## config.mk

```make
export PLATFORM = sky130hd
export DESIGN_NAME = uart_core
export DESIGN_NICKNAME = d
export VERILOG_FILES = /design/src/rtl/uart_pkg.sv /design/src/rtl/uart_rx.sv /design/src/rtl/uart_core.sv
export SDC_FILE = /design/constraint.sdc
export NUM_CORES = 1
export LEC_CHECK = 0
export CAP_MARGIN = 20
export CORE_MARGIN = 8
export CORE_UTILIZATION = 35
export CTS_CLUSTER_SIZE = 30
export DETAILED_ROUTE_END_ITERATION = 8
export GPL_TIMING_DRIVEN = 0
export SLEW_MARGIN = 20
export SYNTH_ARGS = -nofsm -noshare
export SYNTH_HDL_FRONTEND = slang
export SYNTH_SLANG_ARGS = --single-unit
```

## constraint.sdc

```tcl
create_clock -name clk_bus -period 1.75 [get_ports clk_bus]
set_input_delay 0.2625 -clock clk_bus [delete_from_list [all_inputs] [get_ports clk_bus]]
set_output_delay 0.2625 -clock clk_bus [all_outputs]
set_load 0.02 [all_outputs]
```

## src/rtl/uart_pkg.sv

```systemverilog
// Shared types and constants for the 8N1 UART engine.
package uart_pkg;

    typedef enum logic [1:0] {
        IDLE,
        START,
        DATA,
        STOP
    } uart_state_t;

    localparam int OS_RATE   = 16;
    localparam int DATA_BITS = 8;

    function automatic int calc_os_div(input int clk_freq, input int baud);
        return clk_freq / (baud * OS_RATE);
    endfunction

endpackage

```

## src/rtl/uart_rx.sv

```systemverilog
// UART receiver: rxd synchroniser, 16x oversampled framing FSM and shift register.
module uart_rx
    import uart_pkg::*;
(
    input  logic       clk_bus,
    input  logic       rst_bus,
    input  logic       os_tick,
    input  logic       rxd,
    output logic [7:0] dat,
    output logic       ready,
    output logic       frame_err
);

    localparam logic [3:0] MID_CNT  = 4'(OS_RATE / 2 - 1);
    localparam logic [3:0] LAST_CNT = 4'(OS_RATE - 1);
    localparam logic [2:0] LAST_BIT = 3'(DATA_BITS - 1);

    logic        rxd_s1, rxd_s2, rxd_s3;
    uart_state_t rx_state;
    logic [3:0]  os_cnt;
    logic [2:0]  bit_idx;
    logic [7:0]  shift;

    always_ff @(posedge clk_bus or negedge rst_bus) begin
        if (!rst_bus) begin
            rxd_s1    <= 1'b1;
            rxd_s2    <= 1'b1;
            rxd_s3    <= 1'b1;
            rx_state  <= IDLE;
            os_cnt    <= '0;
            bit_idx   <= '0;
            shift     <= '0;
            dat       <= '0;
            ready     <= 1'b0;
            frame_err <= 1'b0;
        end else begin
            rxd_s1    <= rxd;
            rxd_s2    <= rxd_s1;
            rxd_s3    <= rxd_s2;
            ready     <= 1'b0;
            frame_err <= 1'b0;
            case (rx_state)
                // Only a 1->0 edge arms RX, so a held-low break cannot re-trigger.
                IDLE: begin
                    if (rxd_s3 && !rxd_s2) begin
                        rx_state <= START;
                        os_cnt   <= '0;
                    end
                end
                START: begin
                    if (os_tick) begin
                        if (os_cnt == MID_CNT) begin
                            os_cnt  <= '0;
                            bit_idx <= '0;
                            rx_state <= rxd_s2 ? IDLE : DATA;
                        end else begin
                            os_cnt <= os_cnt + 1'b1;
                        end
                    end
                end
                DATA: begin
                    if (os_tick) begin
                        if (os_cnt == LAST_CNT) begin
                            os_cnt  <= '0;
                            shift   <= {rxd_s2, shift[7:1]};
                            bit_idx <= bit_idx + 1'b1;
                            if (bit_idx == LAST_BIT)
                                rx_state <= STOP;
                        end else begin
                            os_cnt <= os_cnt + 1'b1;
                        end
                    end
                end
                STOP: begin
                    if (os_tick) begin
                        if (os_cnt == LAST_CNT) begin
                            os_cnt   <= '0;
                            rx_state <= IDLE;
                            if (rxd_s2) begin
                                dat   <= shift;
                                ready <= 1'b1;
                            end else begin
                                frame_err <= 1'b1;
                            end
                        end else begin
                            os_cnt <= os_cnt + 1'b1;
                        end
                    end
                end
                default: rx_state <= IDLE;
            endcase
        end
    end

endmodule

```

## src/rtl/uart_core.sv

```systemverilog
// 8N1 UART engine: start/busy transmitter, oversample tick generator and receiver.
module uart_core
    import uart_pkg::*;
#(
    parameter int CLK_FREQ = 11059200,
    parameter int BAUD     = 115200
) (
    input  logic       clk_bus,
    input  logic       rst_bus,
    input  logic       uart_start,
    input  logic [7:0] uart_dat_i,
    output logic       uart_busy,
    output logic [7:0] uart_dat_o,
    output logic       uart_ready,
    output logic       frame_err,
    output logic       txd,
    input  logic       rxd
);

    localparam int OS_DIV   = calc_os_div(CLK_FREQ, BAUD);
    localparam int OS_W     = (OS_DIV > 1) ? $clog2(OS_DIV) : 1;
    localparam int BIT_CLKS = OS_RATE * OS_DIV;
    localparam int BT_W     = $clog2(BIT_CLKS);
    localparam logic [2:0] LAST_BIT = 3'(DATA_BITS - 1);

    logic [OS_W-1:0] os_cnt;
    logic            os_tick;

    assign os_tick = (os_cnt == OS_W'(OS_DIV - 1));

    always_ff @(posedge clk_bus or negedge rst_bus) begin
        if (!rst_bus)
            os_cnt <= '0;
        else if (os_tick)
            os_cnt <= '0;
        else
            os_cnt <= os_cnt + 1'b1;
    end

    // TX keeps its own bit timer so frames line up with the accepting clock.
    uart_state_t     tx_state;
    logic [BT_W-1:0] tx_timer;
    logic [2:0]      tx_idx;
    logic [7:0]      tx_shift;
    logic            bit_end;

    assign bit_end = (tx_timer == BT_W'(BIT_CLKS - 1));

    always_ff @(posedge clk_bus or negedge rst_bus) begin
        if (!rst_bus) begin
            tx_state  <= IDLE;
            tx_timer  <= '0;
            tx_idx    <= '0;
            tx_shift  <= '0;
            txd       <= 1'b1;
            uart_busy <= 1'b0;
        end else begin
            tx_timer <= bit_end ? '0 : tx_timer + 1'b1;
            case (tx_state)
                IDLE: begin
                    if (uart_start && !uart_busy) begin
                        tx_shift  <= uart_dat_i;
                        tx_timer  <= '0;
                        tx_state  <= START;
                        txd       <= 1'b0;
                        uart_busy <= 1'b1;
                    end
                end
                START: begin
                    if (bit_end) begin
                        tx_state <= DATA;
                        tx_idx   <= '0;
                        txd      <= tx_shift[0];
                        tx_shift <= tx_shift >> 1;
                    end
                end
                DATA: begin
                    if (bit_end) begin
                        if (tx_idx == LAST_BIT) begin
                            tx_state <= STOP;
                            txd      <= 1'b1;
                        end else begin
                            tx_idx   <= tx_idx + 1'b1;
                            txd      <= tx_shift[0];
                            tx_shift <= tx_shift >> 1;
                        end
                    end
                end
                STOP: begin
                    if (bit_end) begin
                        tx_state  <= IDLE;
                        uart_busy <= 1'b0;
                    end
                end
                default: tx_state <= IDLE;
            endcase
        end
    end

    uart_rx u_rx (
        .clk_bus   (clk_bus),
        .rst_bus   (rst_bus),
        .os_tick   (os_tick),
        .rxd       (rxd),
        .dat       (uart_dat_o),
        .ready     (uart_ready),
        .frame_err (frame_err)
    );

endmodule

```

# == Yosys cells after proc, flatten, opt, wreduce, memory -nomap -nowiden ==
# Index checks and enable logic that the tools add are counted.
# classes
add_sub_neg,5
n_mux,56
n_reduce_logical,21
n_eq_ne,27
# op_table
cell,n
$mux W8,4
$mux W2,14
$mux W3,8
$pmux W8 S3,1
$mux W7,3
$mux W4,5
$ne A2 B2 Y1 const B,9
$pmux W2 S4,2
$reduce_and A5 Y1,3
$mux W1,14
$ne A2 B1 Y1 const B,6
$pmux W3 S2,2
$pmux W4 S3,1
$reduce_and A4 Y1,3
$add A3 B1 Y3 const B,3
$eq A3 B3 Y1 const B,3
$reduce_and A3 Y1,3
$eq A2 B2 Y1 const B,4
$reduce_and A8 Y1,1
$add A7 B1 Y7 const B,1
$eq A7 B7 Y1 const B,1
$reduce_bool A2 Y1,3
$add A4 B1 Y4 const B,1
$eq A2 B1 Y1 const B,2
9 further kinds,12
# word_totals
input_bits,12
output_inout_bits,12
register_bits,55
elab_cells,126

# == Logic depth before layout (Yosys ltp) ==
# Gate-level depths: netlist of the first run.
# depth
word_depth,5
mapped_depth,7
depth_no_buf,5

# == By module ==
# Synthesis of the first run repeated with hierarchy kept, for this count alone.
# hier_totals
hier_cells,218
hier_area_um2,2658.8
# modules_own_cells
module,area_each_um2,cells_per_inst,n_inst,seq_area_each_um2
uart_core,1338.8,115,1,626.9
uart_rx,1320.0,103,1,754.5

# == Worst setup path after synthesis of the first run ==
# No wires, ideal clock.
# synth_path
path_kind,flip-flop to flip-flop
startpoint,reg tx_idx[0]
endpoint,reg tx_shift[0]
path_buffers,2
setup_time_ps,125
period_less_slack_ps,1946
slack_ps,-196
required_ps,1625
arrival_time_ps,1821
stages_incl_launch_ff,8
path_cell_list,dfrtp_1 -> ha_1 -> ha_1 -> clkbuf_1 -> nor4b_1 -> o311a_1 -> buf_4 -> mux2_2
# synth_between
elab_chain_cells,3
# synth_lines
item,line_no,rtl
"start, declared",uart_core.sv:43,logic [2:0] tx_idx;
"start signal, assigned",uart_core.sv:83,tx_idx <= tx_idx + 1'b1;
$eq A3 B3 Y1,uart_core.sv:79,if (tx_idx == LAST_BIT) begin
$ne A2 B2 Y1 (no source line),n/a,
$reduce_and A5 Y1 (no source line),n/a,
"end signal, assigned",uart_core.sv:62,tx_shift <= uart_dat_i;
"end signal, assigned",uart_core.sv:74,tx_shift <= tx_shift >> 1;
"end signal, assigned",uart_core.sv:85,tx_shift <= tx_shift >> 1;
"end, declared",uart_core.sv:44,logic [7:0] tx_shift;
# No other way between the ends.
# A chain may end at the register's enable or synchronous reset.

# == Final worst setup path of the first run ==
# layout_path
startpoint,reg tx_timer[0]
endpoint,reg tx_shift[2]
# layout_between
elab_chain_cells,3
word_cells_on_any_way,4
classes_between,3 x eq/ne; 1 x reduce/logical
# layout_lines
item,line_no,rtl
"start, declared",uart_core.sv:42,logic [BT_W-1:0] tx_timer;
"start signal, assigned",uart_core.sv:58,tx_timer <= bit_end ? '0 : tx_timer + 1'b1;
$eq A7 B7 Y1 *,uart_core.sv:47,assign bit_end = (tx_timer == BT_W'(BIT_CLKS - 1));
$ne A2 B2 Y1 (no source line),n/a,
$reduce_and A5 Y1 (no source line) *,n/a,
# Every way passes the cells marked *; elsewhere a longest branch is shown, timed or not.

==> results of run 1 <==
-- state kept, by name (all words and copies together) (netlist names), 3 cells and up, named ones only --
register	flops
u_rx.dat	8
tx_shift	8
u_rx.shift	8
tx_idx	3
tx_timer	7
u_rx.os_cnt	4
os_cnt	3
u_rx.bit_idx	3
-- stage by stage --
step                area (sq um)  TNS, ps  instances  worst slack (ps)  utilization [%]
floorplan                   2710     -636        218             -72.3                -
global placement            3070   -73360        343             -1310             40.6
detailed placement          3070    -4380        343              -293             40.6
CTS                         3340    -1220        360              -140             44.1
global route                3360    -1920        359              -191             44.4
finish                      3360     -835        359             -98.9             44.4
-- cell families (layout without fill, tap and decap cells) --
logic type / after synthesis / in the layout / share of synthesized area (%)
compound gates: 31 / 31 / 8.24
xor+xnor: 6 / 6 / 1.97
fa+ha+maj: 11 / 11 / 5.15
buf+inv: 18 / 57 / 3.09
flops: 55 / 55 / 51.7
mux: 36 / 36 / 16.1
simple gates: 61 / 61 / 13.8
-- path summary, 6_finish.rpt --
path / endpoint / depth (start not counted) / slack [ps]
setup / recovery: tx_shift[2] / 7 / -100
min in group clk_bus: u_rx.rxd_s1 / 1 / 350
hold reg to reg: u_rx.rxd_s2 / 0 / 360
setup reg to reg: tx_shift[2] / 7 / -100
max in group asynchronous: tx_timer[6] / 1 / 1320
hold / removal: u_rx.dat[5] / 1 / -20
-- worst max-delay path, cell delays in order (launching register included) --
cell     delay, ps
dfrtp_1        410
ha_4           150
nand4_1        100
buf_6          150
nor4b_4        230
o311a_1        220
buf_6          160
mux2_4         310
-- area by class of cell --
| type | count | area (sq um) |
|---|---|---|
| flip-flops and latches | 55 | 1380 |
| multi-input cells | 145 | 1340 |
| clock inverters | 3 | 47.5 |
| clock buffers | 5 | 68.8 |
| inverters | 10 | 37.5 |
| repair buffers | 35 | 337 |
| fillers | 716 | 4200 |
| plain buffers | 4 | 26.3 |
| well taps | 102 | 128 |
-- layout by cell type (no fill, tap or decap), types with 3 or more instances in the layout --
| cell | instances |
|---|---|
| a21oi_1 | 6 |
| a22o_1 | 6 |
| buf_2 | 3 |
| buf_4 | 11 |
| clkbuf_8 | 5 |
| clkdlybuf4s50_1 | 21 |
| dfrtp_1 | 51 |
| dfstp_2 | 4 |
| ha_1 | 6 |
| ha_4 | 4 |
| inv_1 | 9 |
| mux2_2 | 17 |
| mux2_4 | 16 |
| mux2i_1 | 3 |
| nand2_1 | 9 |
| nand3_1 | 6 |
| nand3b_1 | 3 |
| nor2_1 | 17 |
| nor2b_1 | 5 |
| nor3_1 | 4 |
| o21ai_0 | 4 |
| xnor2_1 | 4 |
-- metal layers --
metal	wire length [um]	part of all wire, %	vias up
li1	-	-	851
met1	2160	45	855
met2	2450	51	16
met3	157	3.3	5
met4	53	1.1	0
met5	0	0	-
-- repair_timing --
| item | CTS | global route |
|---|---|---|
| hold buffers | 0 | 0 |
| endpoints found under the setup margin | 33 | 34 |
| pin swaps | 7 | 4 |
| setup buffers | 11 | 1 |
| gates resized for setup | 16 | 7 |
-- where the power goes --
group	leakage (uW)	switching [uW]	internal (uW)
Sequential	0.000708	45.8	1330
Combinational	0.000796	192	148
Clock	0.0000587	437	434
Total	0.00156	675	1910
==> flow_summary.ini, run 1 <==
[grt]
busiest_layer = met2
grt-ovfl-total = 0
track_usage_pct = 10.1
grt_max_degree = 56
met1_usage_pct = 11.5
grt_pass1_vias = 1853
grt_pass1_wl_um = 8560
grt_use_met2_pct = 17.7
use_met3_pct = 3.01
antenna_found_initial = 0

[place]
gp_congestion = 0.744
hpwl_um = 3150
io_buffers = 23

[sta]
tightest_slew_ps = 678
period_minus_slack_ps = 1850
finalHoldViolCount = 28
slew_viol_final = 0
finClkSkew_ps = 7.97
post-route-period-util_pct = 106
setup_violations = 9
setup_slack_ps = -98.9
rsz0062_at_grt = yes
fmax_ghz = 0.541
hold_slack_ps = -19.5
slew_headroom_pct = 54.8

[power]
power.total_uw = 2580
leakagePower_uw = 0.00156
ir_drop_uv = 454
p_per_area_nw_per_um2 = 768

[status]
failed_checks = hold timing, setup timing
status = finished, violations left

[logic_synthesis]
synth_edf_count = 0
synthesis.area_sq_um = 2670
synth_common_cells = dfrtp_1 (51), mux2_2 (25), nor2_1 (17), ha_1 (11), inv_1 (10)
synth_top_area_share_pct = 47.7
ys_ff_latch = 55
synth_fp_nets = 241
ys_async_sr_fraction_pct = 100
ys.warnings.count = 0
ys.flop_type = dfrtp_1
ys_seq_area_share_pct = 51.7
syn_avg_cell_area_sq_um = 12.3
synth_largest_area_cell = dfrtp_1
yosys-top-cells-area = dfrtp_1 (48%), mux2_2 (11%), ha_1 (5.1%)
yosysMostFrequentCell = dfrtp_1
postSynthCellCount = 218
synth_cell_types = 50

[cts]
cts_root_buf = clkbuf_8
cts_buffers = 5
h-tree-depth = 2
clk_latency_ps = 310
path_clk_slew_ps = 110
cts_tree = built
tritoncts_num_sinks = 55
clockBufferDepth = 2

[critical_path]
worstPathArrival_ps = 2060
criticalPathCategory = flop to flop
startpoint = tx_timer[0]
endpoint_kind = flop
r2r_start = tx_timer[0]
critPathLaunchType = flop
required_ps = 1960
crit_fanout = 8

[min_path]
hp-class = input pin to async pin

[layout]
drive_gt1_share_pct = 30.7
final_nets = 279
synthToLayoutAreaGrowth_pct = 25.8
diodes = 0

[die]
row_count = 32
die_w_um = 103
die_h_um = 103
ioPinCount = 24
die-area_sq_um = 10700
start_util_pct = 35.3
coreArea_sq_um = 7570

[detailed_routing]
vias = 1727
viasPerCell = 4.81
first_iter_violations = 25
wl_per_cell_um = 13.4
drc = 0
dr.pass1.iters = 4
ant_nets = 0
routed_wl_um = 4820

[run]
maxCapViolations = 0
(Power assumes the default switching activity.)
==> run 2: changes to the inputs <==
--- a/config.mk
+++ b/config.mk
@@ -7,7 +7,7 @@
 export LEC_CHECK = 0
 export CAP_MARGIN = 20
 export CORE_MARGIN = 8
-export CORE_UTILIZATION = 35
+export CORE_UTILIZATION = 30
 export CTS_CLUSTER_SIZE = 30
 export DETAILED_ROUTE_END_ITERATION = 8
 export GPL_TIMING_DRIVEN = 0
==> flow_summary.ini, run 2 (synthesis results as in run 1) <==
[status]
status = finished, violations left
failed_checks = hold timing, setup timing

[sta]
rsz0062_at_grt = yes
setup_tns_ps = -1130
period_minus_slack_ps = 1880
tightest_slew_ps = 700
hold_slack_ps = -4.39
post-route-period-util_pct = 107
setup_violations = 9
finClkSkew_ps = 4.99
setup_slack_ps = -130
finalHoldViolCount = 2
slew_headroom_pct = 53.4
fmax_ghz = 0.532
slew_viol_final = 0

[min_path]
hp-class = input pin to async pin

[critical_path]
crit_chain = inv_1 > ha_1 > o21ai_0 > o311a_1 > buf_6 > mux2_4
max_stage_delay_ps = 440
required_ps = 1950
endpoint_kind = flop
criticalPathCategory = flop to flop
worstPathArrival_ps = 2080
crit_fanout = 8
crit_slowest_cell = dfrtp_1
cp_top_family = compound AO/OA/AOI/OAI gates
worst-path-buf-inv = 2
critPathLaunchType = flop

[die]
die_h_um = 110
row_count = 34
die_w_um = 110
start_util_pct = 30.8
coreArea_sq_um = 8680
die-area_sq_um = 12200
ioPinCount = 24

[grt]
grt_pass1_vias = 1836
grt_pass1_wl_um = 8650
track_usage_pct = 8.24
grt-ovfl-total = 0
grt_max_degree = 56
antenna_found_initial = 0

[place]
io_buffers = 23
hpwl_um = 3110
gp_congestion = 0.776
placed_area_sq_um = 3080
placedCellCount = 349

[detailed_routing]
wl_per_cell_um = 13.2
drc = 0
ant_nets = 0
topRoutingLayerUsed = met4
routed-wl-met3_um = 170
wl_met2_um = 2310
routed_wl_um = 4860
first_iter_violations = 55
wl_met1_um = 2340
vias = 1755
dr.pass1.iters = 4
viasPerCell = 4.76

[cts]
tritoncts_num_sinks = 55
cts_hold_buffers = 0
cts_tree = built
cts_buffers = 5
h-tree-depth = 2
path_clk_slew_ps = 90
clockBufferDepth = 2
cts_root_buf = clkbuf_8
clk_latency_ps = 300

[run]
maxCapViolations = 0

[power]
p_clk_share_pct = 29.8
comb_power_share_pct = 13.4
p_int_uw = 1770
p_switching_uw = 620
ir_drop_uv = 436
switching_share_pct = 26.0
p_per_area_nw_per_um2 = 701
leakagePower_uw = 0.00157
pwr-share-seq_pct = 56.8

[layout]
final_nets = 284
seqCellArea_sq_um = 1380
final_common_cell = dfrtp_1
fin_util_pct = 39.2
final_cell_mix = dfrtp_1 (51), clkdlybuf4s50_1 (22), mux2_4 (18)
multiInputGateArea_sq_um = 1350
synthToLayoutAreaGrowth_pct = 27.3
reg_top3 = tx_shift: 8 flops, u_rx.dat: 8 flops, u_rx.shift: 8 flops
diodes = 0
drive_gt1_share_pct = 32.2
fillCellCount = 851
instances_no_fill = 369
final_cell_area_sq_um = 3400
-- run 2: changes by cell type in the layout (fill, tap and decap cells not counted), sizes merged --
| cell | previous run | this run |
|---|---|---|
| buf | 17 | 22 |
| bufinv | 1 | 0 |
| clkbuf | 5 | 6 |
| clkdlybuf4s50 | 21 | 22 |
| dlymetal6s2s | 1 | 0 |
| inv | 11 | 10 |
-- run 2: power groups by stage --
stage	sequential, uW	combinational, uW	clock (uW)
2_1_floorplan	1380	227	0
3_3_place_gp	1380	311	0
3_5_place_dp	1380	315	0
4_1_cts	1360	320	746
5_1_grt	1370	366	787
6_report	1360	321	711
-- run 2: final timing paths --
check | from | to | slack [ps] | cells past startpoint
max | tx_state[1] | tx_shift[1] | -130 | 6
min in group clk_bus | rxd | u_rx.rxd_s1 | 360 | 1
max reg2reg | tx_state[1] | tx_shift[1] | -130 | 6
max in group asynchronous | rst_bus | u_rx.dat[6] | 1290 | 1
min reg2reg | u_rx.rxd_s1 | u_rx.rxd_s2 | 360 | 0
min | rst_bus | tx_shift[6] | -4 | 1
-- run 2: final cells by class --
cell class,count,share of cell area (%)
timing repair buffer,39,10.9
inverter,10,1.10
clock inverter,1,0.147
tap,108,3.97
clock buffer,6,2.43
sequential,55,40.6
multi-input combinational,145,39.8
buffer,5,1.10
-- run 2: through the flow --
stage                     hold WS, ps  total power (uW)  worst slack (ps)
after floorplan                 -33.1              1600             -72.3
after global placement            346              1690             -1310
after detailed placement          347              1700              -275
after CTS                        22.0              2420              -126
after global routing             46.3              2520              -204
final                           -4.39              2390              -130
-- run 2: timing repair --
item,4_1_cts,5_1_grt
pin swaps,4,8
gates resized for setup,20,9
buffers inserted,10,6
endpoints found under the setup margin,34,31
-- run 2: routing by layer --
metal	vias to the layer above	GRT usage, %
met2	15	12.8
li1	863	-
met4	0	2.97
met3	4	2.65
met5	-	0
met1	873	10.4
==> run 3: changes to the inputs <==
--- a/config.mk
+++ b/config.mk
@@ -11,6 +11,7 @@
 export CTS_CLUSTER_SIZE = 30
 export DETAILED_ROUTE_END_ITERATION = 8
 export GPL_TIMING_DRIVEN = 0
+export PLACE_DENSITY = 0.58
 export SLEW_MARGIN = 20
 export SYNTH_ARGS = -nofsm -noshare
 export SYNTH_HDL_FRONTEND = slang
==> flow_summary.ini, run 3 (synthesis results as in run 1) <==
[status]
status = finished, violations left
failed_checks = hold timing, setup timing

[sta]
rsz0062_at_grt = yes
slew_headroom_pct = 54.7
post-route-period-util_pct = 105
setup_slack_ps = -89.6
setup_violations = 9
finalHoldViolCount = 44
slew_viol_final = 0
finClkSkew_ps = 7.94
tightest_slew_ps = 679
period_minus_slack_ps = 1840
hold_slack_ps = -20.8
fmax_ghz = 0.544

[layout]
final_cell_area_sq_um = 3410
final_common_cell = dfrtp_1
instances_no_fill = 368
fillCellCount = 837
seqCellArea_sq_um = 1380
final_nets = 282
final_cell_mix = dfrtp_1 (51), clkdlybuf4s50_1 (21), nor2_1 (17), mux2_4 (17), mux2_2 (16)
synthToLayoutAreaGrowth_pct = 27.4
reg_top3 = tx_shift: 8 flops, u_rx.dat: 8 flops, u_rx.shift: 8 flops
diodes = 0
drive_gt1_share_pct = 31.5
multiInputGateArea_sq_um = 1340

[place]
hpwl_um = 3150
post-place-ws_ps = -290
placedCellCount = 349
placed_area_sq_um = 3080
io_buffers = 23
gp_congestion = 0.726

[cts]
cts_buffers = 5
clockBufferDepth = 2
clk_latency_ps = 310
cts_hold_buffers = 0
cts_root_buf = clkbuf_8
path_clk_slew_ps = 110
cts_tree = built
tritoncts_num_sinks = 55
h-tree-depth = 2

[power]
p_clk_share_pct = 33.9
p_switching_uw = 687
comb_power_share_pct = 13.4
switching_share_pct = 26.5
pwr-share-seq_pct = 52.8
leakagePower_uw = 0.00158
ir_drop_uv = 434
p_per_area_nw_per_um2 = 762
p_int_uw = 1910

[min_path]
hp-class = input pin to async pin

[critical_path]
startpoint = tx_state[1]
required_ps = 1960
worstPathArrival_ps = 2050
r2r_end = tx_shift[3]
rrSetupSlack_ps = -90
critPathLaunchType = flop
crit_fanout = 10
r2r_start = tx_state[1]
criticalPathCategory = flop to flop
worstRegToRegCells = 4
endpoint_kind = flop

[die]
die-area_sq_um = 12200
ioPinCount = 24
coreArea_sq_um = 8680
die_w_um = 110
start_util_pct = 30.8
row_count = 34
die_h_um = 110

[detailed_routing]
wl_per_cell_um = 13.1
wl_met1_um = 2370
routed_wl_um = 4830
dr.pass1.iters = 4
routed-wl-met3_um = 160
topRoutingLayerUsed = met4
vias = 1745
wl_met2_um = 2240
viasPerCell = 4.74
ant_nets = 0
first_iter_violations = 60
drc = 0

[grt]
track_usage_pct = 8.17
grt_max_degree = 56
antenna_found_initial = 0
grt-ovfl-total = 0
grt_pass1_wl_um = 8670
grt_pass1_vias = 1835

[run]
maxCapViolations = 0
## run 3: how the worst max path moves through the flow
| stage | cells after the start | to |
|---|---|---|
| 3_3_place_gp | 1 | os_cnt[2] |
| 4_1_cts | 7 | tx_shift[3] |
| 3_5_place_dp | 5 | tx_idx[1] |
| 5_1_grt | 7 | tx_shift[2] |
| 2_1_floorplan | 6 | tx_state[1] |
| 6_report | 4 | tx_shift[3] |
## run 3: final cells by class
class                   count  share of cell area (%)
flip-flops and latches     55                    40.6
multi-input cells         145                    39.5
repair buffers             37                    10.4
well taps                 108                    3.97
clock buffers               5                    2.02
clock inverters             3                    1.36
plain buffers               5                    1.10
inverters                  10                    1.10
## run 3: repair_timing
action                     in CTS  in global routing
resized for setup              21                  6
setup endpoints to repair      33                 31
buffers inserted               13                  1
pin swaps                       4                 10
## run 3: power by group through the flow
stage                     sequential (uW)  clock (uW)  combinational, uW
after floorplan                      1380           0                227
after global placement               1380           0                312
after detailed placement             1380           0                322
after CTS                            1360         899                328
after global routing                 1380         960                391
final                                1370         879                347
## run 3: worst max-delay path, stage by stage, from the launching register on
cell	delay, ps
dfrtp_1	450
inv_1	110
ha_1	540
mux2_2	380
mux2_4	250
## run 3: per-stage QoR
step | TNS [ps] | total power [uW] | util (%)
2_1_floorplan | -636 | 1600 | -
3_3_place_gp | -74110 | 1690 | 35.5
3_5_place_dp | -4250 | 1700 | 35.5
4_1_cts | -915 | 2590 | 38.9
5_1_grt | -2490 | 2730 | 39.2
6_report | -749 | 2590 | 39.2
## run 3: per-layer routing
layer	vias up	GRT usage, %
met5	-	0
met4	0	2.88
met3	6	2.60
met2	25	12.6
met1	853	10.4
li1	861	-
